<file path="src/rtl/mac_col_pkg.sv">
// ============================================================================
// Module  : mac_col_pkg
// Brief   : Shared instruction codes, pipeline beat type and the adder used
//           by the attention MAC column. Defining MAC_COL_SAT_EN makes
//           every accumulation saturate instead of wrapping.
// Revision: 1.0 - initial release
// ============================================================================
`default_nettype none

package mac_col_pkg;

   typedef logic [1:0] inst_t;

   localparam inst_t INST_IDLE = 2'b00;
   localparam inst_t INST_LOAD = 2'b01;
   localparam inst_t INST_EXEC = 2'b10;
   localparam inst_t INST_CLR  = 2'b11;

`ifdef MAC_COL_SAT_EN
   localparam bit SAT_EN = 1'b1;
`else
   localparam bit SAT_EN = 1'b0;
`endif

   // Control that travels alongside one execute word through the datapath.
   typedef struct packed {
      logic vld;
      logic first;
      logic last;
   } beat_t;

   // Adds two values that are already sign-extended from a w-bit field.
   // Saturated builds clamp to the w-bit signed range; otherwise the caller
   // truncates to w bits, giving modulo-2^w behaviour.
   function automatic logic signed [63:0] sat_add(input logic signed [63:0] a,
                                                   input logic signed [63:0] b,
                                                   input int              w);
      logic signed [63:0] s;
      logic signed [63:0] hi;
      logic signed [63:0] lo;
      s  = a + b;
      hi = (64'sd1 <<< (w - 1)) - 64'sd1;
      lo = ~hi;
      if (SAT_EN) begin
         if (s > hi) begin
            s = hi;
         end else if (s < lo) begin
            s = lo;
         end
      end
      return s;
   endfunction

endpackage

`default_nettype wire

</file>
<file path="src/rtl/mac_col_if.sv">
// ============================================================================
// Module  : mac_col_if
// Brief   : Word/instruction bus of one MAC column. The slave side is the
//           column itself; the master side feeds it and collects results and
//           the re-registered chain outputs.
// Revision: 1.0 - initial release
// ============================================================================
`default_nettype none

interface mac_col_if #(
   parameter int PR      = 8,
   parameter int BW      = 8,
   parameter int BW_PSUM = 32,
   parameter int SW      = 1
);
   logic [PR*BW-1:0]          q_in;
   logic [1:0]                i_inst;
   logic [SW-1:0]             i_kslot;
   logic [PR*BW-1:0]          q_out;
   logic [1:0]                o_inst;
   logic [SW-1:0]             o_kslot;
   logic signed [BW_PSUM-1:0] out;
   logic                      fifo_wr;

   modport master (
      output q_in, i_inst, i_kslot,
      input  q_out, o_inst, o_kslot, out, fifo_wr
   );

   modport slave (
      input  q_in, i_inst, i_kslot,
      output q_out, o_inst, o_kslot, out, fifo_wr
   );
endinterface

`default_nettype wire

</file>
<file path="src/rtl/mac_col_dot.sv">
// ============================================================================
// Module  : mac_col_dot
// Brief   : PR-lane signed multiplier register stage followed by a registered
//           adder tree. Beat control (valid/first/last) is carried alongside.
// Revision: 1.0 - initial release
// ============================================================================
`default_nettype none

module mac_col_dot
   import mac_col_pkg::*;
#(
   parameter int BW      = 8,
   parameter int BW_PSUM = 32,
   parameter int PR      = 8
) (
   input  logic                      clk,
   input  logic                      reset,
   input  logic [PR*BW-1:0]          q_i,
   input  logic [PR*BW-1:0]          k_i,
   input  beat_t                     beat_i,
   input  logic                      flush_i,
   output logic signed [BW_PSUM-1:0] sum_o,
   output beat_t                     beat_o
);

   localparam int LVLS = (PR > 1) ? $clog2(PR) : 0;
   localparam int NP   = 1 << LVLS;

   logic signed [2*BW-1:0]    prod_d [PR];
   logic signed [2*BW-1:0]    prod_q [PR];
   beat_t                     beat1_q;
   logic signed [BW_PSUM-1:0] sum_d;
   logic signed [BW_PSUM-1:0] sum_q;
   beat_t                     beat2_q;

   for (genvar l = 0; l < PR; l++) begin : g_lane
      assign prod_d[l] = $signed(q_i[l*BW +: BW]) * $signed(k_i[l*BW +: BW]);
   end

   // Pairwise reduction of the registered products, padded to a power of two.
   always_comb begin
      logic signed [BW_PSUM-1:0] t [NP];
      for (int i = 0; i < NP; i++) begin
         t[i] = '0;
      end
      for (int i = 0; i < PR; i++) begin
         t[i] = BW_PSUM'(prod_q[i]);
      end
      for (int lv = 0; lv < LVLS; lv++) begin
         for (int i = 0; i < (NP >> (lv + 1)); i++) begin
            t[i] = BW_PSUM'(sat_add(64'(t[2*i]), 64'(t[2*i+1]), BW_PSUM));
         end
      end
      sum_d = t[0];
   end

   // Product stage and tree-sum stage; a clear drops any word in flight.
   always_ff @(posedge clk or posedge reset) begin
      if (reset) begin
         for (int l = 0; l < PR; l++) begin
            prod_q[l] <= '0;
         end
         beat1_q <= '0;
         sum_q   <= '0;
         beat2_q <= '0;
      end else begin
         for (int l = 0; l < PR; l++) begin
            prod_q[l] <= prod_d[l];
         end
         beat1_q <= flush_i ? beat_t'('0) : beat_i;
         sum_q   <= sum_d;
         beat2_q <= flush_i ? beat_t'('0) : beat1_q;
      end
   end

   assign sum_o  = sum_q;
   assign beat_o = beat2_q;

endmodule

`default_nettype wire

</file>
<file path="src/rtl/mac_col_mk.sv">
// ============================================================================
// Module  : mac_col_mk
// Brief   : Attention MAC column. Holds K_DEPTH key vectors of CHUNKS words,
//           streams Q words and emits one signed dot product per Q vector
//           with a fifo_wr strobe. Q, instruction and key-slot select are
//           re-registered for the next column. Build option MAC_COL_SAT_EN
//           saturates the accumulator instead of wrapping.
// Revision: 1.0 - initial release
// ============================================================================
`default_nettype none

module mac_col_mk
   import mac_col_pkg::*;
#(
   parameter int BW      = 8,
   parameter int BW_PSUM = 32,
   parameter int PR      = 8,
   parameter int COL_ID  = 0,
   parameter int NUM_COL = 8,
   parameter int K_DEPTH = 2,
   parameter int CHUNKS  = 1
) (
   input  logic     clk,
   input  logic     reset,
   mac_col_if.slave bus
);

   localparam int WW = PR * BW;
   localparam int SW = (K_DEPTH > 1) ? $clog2(K_DEPTH) : 1;
   localparam int EW = (CHUNKS > 1) ? $clog2(CHUNKS) : 1;
   localparam int CW = (NUM_COL > 1) ? $clog2(NUM_COL) : 1;
   localparam int RW = $clog2(K_DEPTH + 1);

   logic [WW-1:0]             kmem_q [K_DEPTH][CHUNKS];
   logic [EW-1:0]             lc_c_q;
   logic [CW-1:0]             lc_col_q;
   logic [RW-1:0]             lc_row_q;
   logic [EW-1:0]             ec_q;
   logic signed [BW_PSUM-1:0] acc_q;
   logic signed [BW_PSUM-1:0] acc_d;
   logic signed [BW_PSUM-1:0] out_q;
   logic                      fifo_wr_q;
   logic [WW-1:0]             q_out_q;
   logic [1:0]                o_inst_q;
   logic [SW-1:0]             o_kslot_q;

   logic                      is_load;
   logic                      is_exec;
   logic                      is_clr;
   logic                      ld_hit;
   logic [WW-1:0]             k_sel;
   beat_t                     beat_in;
   beat_t                     beat2;
   logic signed [BW_PSUM-1:0] sum;

   // Instruction decode.
   always_comb begin
      is_load = 1'b0;
      is_exec = 1'b0;
      is_clr  = 1'b0;
      case (bus.i_inst)
         INST_IDLE: ;
         INST_LOAD: is_load = 1'b1;
         INST_EXEC: is_exec = 1'b1;
         INST_CLR:  is_clr  = 1'b1;
      endcase
   end

   // The load counter is kept as (row, column, chunk) so no divider is needed.
   assign ld_hit = is_load && (lc_col_q == CW'(COL_ID)) && (lc_row_q < RW'(K_DEPTH));

   // Load word counter; restarts whenever the instruction is not a load.
   always_ff @(posedge clk or posedge reset) begin
      if (reset) begin
         lc_c_q   <= '0;
         lc_col_q <= '0;
         lc_row_q <= '0;
      end else if (!is_load) begin
         lc_c_q   <= '0;
         lc_col_q <= '0;
         lc_row_q <= '0;
      end else if (lc_c_q == EW'(CHUNKS - 1)) begin
         lc_c_q <= '0;
         if (lc_col_q == CW'(NUM_COL - 1)) begin
            lc_col_q <= '0;
            if (lc_row_q != RW'(K_DEPTH)) begin
               lc_row_q <= lc_row_q + 1'b1;
            end
         end else begin
            lc_col_q <= lc_col_q + 1'b1;
         end
      end else begin
         lc_c_q <= lc_c_q + 1'b1;
      end
   end

   // Key memory: written only by words that belong to this column.
   always_ff @(posedge clk or posedge reset) begin
      if (reset) begin
         for (int s = 0; s < K_DEPTH; s++) begin
            for (int c = 0; c < CHUNKS; c++) begin
               kmem_q[s][c] <= '0;
            end
         end
      end else if (is_clr) begin
         for (int s = 0; s < K_DEPTH; s++) begin
            for (int c = 0; c < CHUNKS; c++) begin
               kmem_q[s][c] <= '0;
            end
         end
      end else if (ld_hit) begin
         for (int s = 0; s < K_DEPTH; s++) begin
            for (int c = 0; c < CHUNKS; c++) begin
               if ((lc_row_q == RW'(s)) && (lc_c_q == EW'(c))) begin
                  kmem_q[s][c] <= bus.q_in;
               end
            end
         end
      end
   end

   // Execute chunk counter; leaving execute abandons the current vector.
   always_ff @(posedge clk or posedge reset) begin
      if (reset) begin
         ec_q <= '0;
      end else if (!is_exec) begin
         ec_q <= '0;
      end else if (ec_q == EW'(CHUNKS - 1)) begin
         ec_q <= '0;
      end else begin
         ec_q <= ec_q + 1'b1;
      end
   end

   // Key word select; an out-of-range slot matches nothing and yields zero.
   always_comb begin
      k_sel = '0;
      for (int s = 0; s < K_DEPTH; s++) begin
         for (int c = 0; c < CHUNKS; c++) begin
            if ((bus.i_kslot == SW'(s)) && (ec_q == EW'(c))) begin
               k_sel = kmem_q[s][c];
            end
         end
      end
   end

   assign beat_in.vld   = is_exec;
   assign beat_in.first = (ec_q == '0);
   assign beat_in.last  = (ec_q == EW'(CHUNKS - 1));

   mac_col_dot #(
      .BW      (BW),
      .BW_PSUM (BW_PSUM),
      .PR      (PR)
   ) u_dot (
      .clk     (clk),
      .reset   (reset),
      .q_i     (bus.q_in),
      .k_i     (k_sel),
      .beat_i  (beat_in),
      .flush_i (is_clr),
      .sum_o   (sum),
      .beat_o  (beat2)
   );

   // The first chunk of a vector restarts the sum, discarding any partial.
   always_comb begin
      logic signed [BW_PSUM-1:0] base;
      base  = beat2.first ? '0 : acc_q;
      acc_d = BW_PSUM'(sat_add(64'(base), 64'(sum), BW_PSUM));
   end

   // Accumulator and result register with its one-cycle write strobe.
   always_ff @(posedge clk or posedge reset) begin
      if (reset) begin
         acc_q     <= '0;
         out_q     <= '0;
         fifo_wr_q <= 1'b0;
      end else if (is_clr) begin
         acc_q     <= '0;
         out_q     <= '0;
         fifo_wr_q <= 1'b0;
      end else begin
         fifo_wr_q <= beat2.vld && beat2.last;
         if (beat2.vld) begin
            acc_q <= acc_d;
         end
         if (beat2.vld && beat2.last) begin
            out_q <= acc_d;
         end
      end
   end

   // Systolic pass-through to the next column.
   always_ff @(posedge clk or posedge reset) begin
      if (reset) begin
         q_out_q   <= '0;
         o_inst_q  <= '0;
         o_kslot_q <= '0;
      end else begin
         q_out_q   <= bus.q_in;
         o_inst_q  <= bus.i_inst;
         o_kslot_q <= bus.i_kslot;
      end
   end

   assign bus.q_out   = q_out_q;
   assign bus.o_inst  = o_inst_q;
   assign bus.o_kslot = o_kslot_q;
   assign bus.out     = out_q;
   assign bus.fifo_wr = fifo_wr_q;

endmodule

`default_nettype wire

</file>
<file path="src/flat_wrapper.sv">
// flat-port wrapper written by rule: the top's interface ports become plain ports
module mac_col_mk_flat import mac_col_pkg::*;
#(
   parameter int BW      = 8,
   parameter int BW_PSUM = 32,
   parameter int PR      = 8,
   parameter int COL_ID  = 0,
   parameter int NUM_COL = 8,
   parameter int K_DEPTH = 2,
   parameter int CHUNKS  = 1
)
  (clk, reset, bus_q_in, bus_i_inst, bus_i_kslot, bus_q_out, bus_o_inst, bus_o_kslot, bus_out, bus_fifo_wr);
  mac_col_if #(.PR(PR), .BW(BW), .BW_PSUM(BW_PSUM), .SW(1)) bus_i ();
  input  logic clk;
  input  logic reset;
  input wire logic [$bits(bus_i.q_in)-1:0] bus_q_in;
  input wire logic [$bits(bus_i.i_inst)-1:0] bus_i_inst;
  input wire logic [$bits(bus_i.i_kslot)-1:0] bus_i_kslot;
  output wire logic [$bits(bus_i.q_out)-1:0] bus_q_out;
  output wire logic [$bits(bus_i.o_inst)-1:0] bus_o_inst;
  output wire logic [$bits(bus_i.o_kslot)-1:0] bus_o_kslot;
  output wire logic [$bits(bus_i.out)-1:0] bus_out;
  output wire logic [$bits(bus_i.fifo_wr)-1:0] bus_fifo_wr;
  assign bus_i.q_in = bus_q_in;
  assign bus_i.i_inst = bus_i_inst;
  assign bus_i.i_kslot = bus_i_kslot;
  assign bus_q_out = bus_i.q_out;
  assign bus_o_inst = bus_i.o_inst;
  assign bus_o_kslot = bus_i.o_kslot;
  assign bus_out = bus_i.out;
  assign bus_fifo_wr = bus_i.fifo_wr;
  mac_col_mk #(.BW(BW), .BW_PSUM(BW_PSUM), .PR(PR), .COL_ID(COL_ID), .NUM_COL(NUM_COL), .K_DEPTH(K_DEPTH), .CHUNKS(CHUNKS)) u_core (.clk(clk), .reset(reset), .bus(bus_i));
endmodule
</file>
<file path="config.mk">
export PLATFORM = sky130hd
export DESIGN_NAME = mac_col_mk_flat
export DESIGN_NICKNAME = d
export VERILOG_FILES = /design/src/rtl/mac_col_pkg.sv /design/src/rtl/mac_col_if.sv /design/src/rtl/mac_col_dot.sv /design/src/rtl/mac_col_mk.sv /design/src/flat_wrapper.sv
export SDC_FILE = /design/constraint.sdc
export NUM_CORES = 2
export LEC_CHECK = 0
export CORE_MARGIN = 2
export CORE_UTILIZATION = 30
export CTS_CLUSTER_DIAMETER = 80
export DETAILED_ROUTE_END_ITERATION = 16
export SLEW_MARGIN = 10
export SYNTH_ARGS = -nofsm -noshare
export SYNTH_HDL_FRONTEND = slang
export SYNTH_HIERARCHICAL = 1
export SYNTH_SLANG_ARGS = --single-unit
</file>
<file path="constraint.sdc">
create_clock -name clk -period 10.4 [get_ports clk]
set_clock_uncertainty 0.2 [all_clocks]
set_input_delay 2.08 -clock clk [delete_from_list [all_inputs] [get_ports clk]]
set_output_delay 2.08 -clock clk [all_outputs]
set_load 0.02 [all_outputs]
</file>
==> flow_summary.yaml <==
status:
  status: "finished, final reports clean"
clock_network:
  htree_levels: 2
  root_buffer: "clkbuf_16"
  clock-sinks: 418
  clk_latency_ns: 0.66
  cts_buffers: 57
  postCtsResizedCells: 0
  hold_buffers: 0
  cts_setup_buffers: 0
  cts_tree: "yes"
  clockBufferDepth: 3
  clkTransAtPathRegs_ns: 0.06
pwr:
  p_sw_mw: 7.68
  leakagePower_nw: 21.8
  vdd_drop_max_uv: 1420
  p_int_mw: 7.84
  p_comb_frac: 0.716
  power_mw: 15.5
  p_seq_frac: 0.147
  clkPwrFrac: 0.137
  sw_frac_of_total: 0.495
  power_density_nw_per_um2: 341
finish:
  final_area_um2: 45500
  drive_above_1_share: 0.0522
  nFillCells: 13400
  fin_nets: 5157
  area_delta_synth_final_pct: 14.3
  finish.utilization: 0.346
  fin_cells: 6063
floorplanning:
  die_x_um: 368
  dieArea_um2: 136000
  coreArea_um2: 132000
  rows: 133
  ios: 169
  die_y_um: 368
  initial_core_util: 0.302
sta:
  fin_tns_setup_ns: 0
  final_max_slew_viol_count: 0
  hold_violations: 0
  setup_viol: 0
  relSlewSlack: 0.261
  final.period_utilization: 0.696
  fin_crit_ns: 7.24
  rsz0062_at_grt: "false"
  hold_slack_ns: 0.268
  timing.fmax_ghz: 0.138
  worstMarginPinSlew_ns: 1.11
  layout_setup_ws_ns: 3.16
logic_synthesis:
  syn_area_um2: 39800
  synth_edf_count: 0
  ys.flop_type: "dfrtp_1"
  syn_inst: 4106
  ys.warnings.count: 6
  synth.distinct_cells: 84
  syn_avg_cell_area_um2: 9.69
  ys_ff_latch: 418
  ys_seq_area_frac: 0.263
  async_flop_share: 1.00
worst_setup_path:
  rr_startpoint: "u_core/kmem_q[18]"
  cp_data_required_time_ns: 10.73
  cp_cell_sequence: "buf_4, buf_4, mux2_2, and2_1, ha_1, inv_1, fa_1, inv_1, fa_1, inv_1, fa_1, inv_1, ha_1, a21oi_1, nor2b_1, o21a_1, a221o_1, o41ai_1, xnor2_1"
  reg2reg_depth: 15
  cp-end-kind: "register"
  cp_slowest_cell: "buf_4"
  crit_fanout: 46
  cp.arrival_ns: 7.57
  crit_top_cell: "inv_1"
  critPathLaunch: "bus_i_kslot"
  r2r-end: "u_core/u_dot/prod_q[95]"
  critPathLaunchType: "input port"
  critical_path_class: "in -> reg"
  max_stage_delay_ns: 0.61
  critPathCapture: "u_core/u_dot/prod_q[47]"
  reg2reg_setup_slack_ns: 5.19
placed_design:
  place_area_um2: 43400
  portBuffers: 168
  dp_hpwl_um: 71500
  placed_cells: 5956
  dp_slack_ns: 2.46
  routabilityCongestion: 0.845
routing:
  drc: 0
  dr_total_vias: 27300
  drt_iter0_drc: 1393
  post_drt_wl_per_cell_um: 15.4
  wl_um: 93600
  vias_per_cell: 4.50
  drtPass1Iterations: 6
  ant_nets: 0
global_routing:
  grt_remaining_overflow: 0
  grt_usage: 0.143
  grt_max_degree: 155
  grt_pass1_wl_um: 156000
  grt_pass1_vias: 28900
  antenna_found_initial: 4
job:
  max-cap-violations: 0
min_path:
  min_path_type: "reg -> reg"
cell families after synthesis:
logic type | synth area share
other cells | 0.0000942
mux | 0.0247
buf+inv | 0.0911
fa+ha+maj | 0.362
flops | 0.263
simple gates | 0.152
xor+xnor | 0.0363
compound gates | 0.0711
synthesized netlist by cell type (67+ instances only):
cell type	number	area share
a21oi_1	235	0.030
and2_1	339	0.053
clkbuf_1	67	0.0063
dfrtp_1	418	0.26
fa_1	540	0.27
ha_1	288	0.091
inv_1	863	0.081
mux2_2	70	0.020
nand2_1	460	0.043
nor2_1	117	0.011
nor2b_1	107	0.017
o21ai_0	73	0.0092
xnor2_1	134	0.029
critical path, delay by kind of cell:
kind | cells | cell delay, ns
buffers and inverters | 6 | 1.37
and+or+nand+nor | 2 | 0.28
xor gates and xnor gates | 1 | 0.12
AOI/OAI and AO/OA | 4 | 1.00
adders and majority gates | 5 | 2.22
muxes | 1 | 0.44
cells in the final DEF, fill, tap and decap left out, drive strengths merged, types with 10 or more instances in the layout:
cell type,synthesis,layout
inv,863,870
fa,540,540
nand2,460,460
dfrtp,418,418
and2,339,339
ha,288,288
a21oi,235,235
clkdlybuf4s50,0,167
xnor2,134,134
nor2,117,117
nor2b,108,108
o21ai,79,79
clkbuf,67,72
mux2,71,71
nand2b,36,36
xor2,31,31
nor3,28,28
nand3,26,26
a21o,22,22
mux2i,18,18
nand4,16,16
o21a,15,15
buf,21,15
a211oi,15,15
and3,13,13
o211ai,11,11
clkinvlp,0,10
o41ai,10,10
clkinv,1,10
final cells by class:
cell class,count,area [um^2],share of cell area
inverter,864,3260,0.0717
tap,1755,2200,0.0483
clock buffer,72,1600,0.0353
timing repair buffer,182,1800,0.0395
sequential,418,10500,0.230
multi-input combinational,2737,25700,0.565
antenna,1,2.50,0.0000550
clock inverter,34,454,0.00998
how the worst min path moves through the flow:
stage | start | endpoint | slack, ns | depth (start not counted)
after floorplan | u_core/acc_q[15] | u_core/acc_q[15] | 0.23 | 2
after global placement | u_core/u_dot/beat1_q[1] | u_core/u_dot/beat_o[1] | 0.24 | 1
after detailed placement | u_core/acc_q[15] | u_core/acc_q[15] | 0.26 | 2
after CTS | u_core/acc_q[15] | u_core/acc_q[15] | 0.27 | 2
after global routing | u_core/acc_q[15] | u_core/acc_q[15] | 0.28 | 2
final | u_core/acc_q[15] | u_core/acc_q[15] | 0.27 | 2
sequential cells by signal, summed over array words and instances, names as in the netlist:
signal	flops
u_core/acc_q	32
u_core/bus.fifo_wr	1
u_core/bus.o_inst	2
u_core/bus.o_kslot	1
u_core/bus.out	32
u_core/bus.q_out	64
u_core/kmem_q	128
u_core/lc_col_q	3
u_core/lc_row_q	2
u_core/u_dot/beat1_q	3
u_core/u_dot/beat_o	3
u_core/u_dot/prod_q	128
u_core/u_dot/sum_o	19
per-layer routing:
| layer | share of wire | wire, um | up-vias | track usage |
|---|---|---|---|---|
| li1 | - | - | 12900 | - |
| met4 | 0.021 | 1980 | 4 | 0.0362 |
| met3 | 0.042 | 3890 | 114 | 0.0214 |
| met5 | 0.00028 | 26 | - | 0 |
| met1 | 0.45 | 41800 | 13800 | 0.190 |
| met2 | 0.49 | 45900 | 425 | 0.242 |
power by group through the flow:
stage | combinational (mW) | sequential (mW) | clock (mW)
5_1_grt | 12.5 | 2.32 | 2.26
3_3_place_gp | 10.8 | 2.31 | 0
2_1_floorplan | 8.05 | 2.27 | 0
6_report | 11.1 | 2.28 | 2.12
4_1_cts | 11.1 | 2.29 | 2.20
3_5_place_dp | 11.0 | 2.31 | 0
Power figures use the tool's default switching activity.
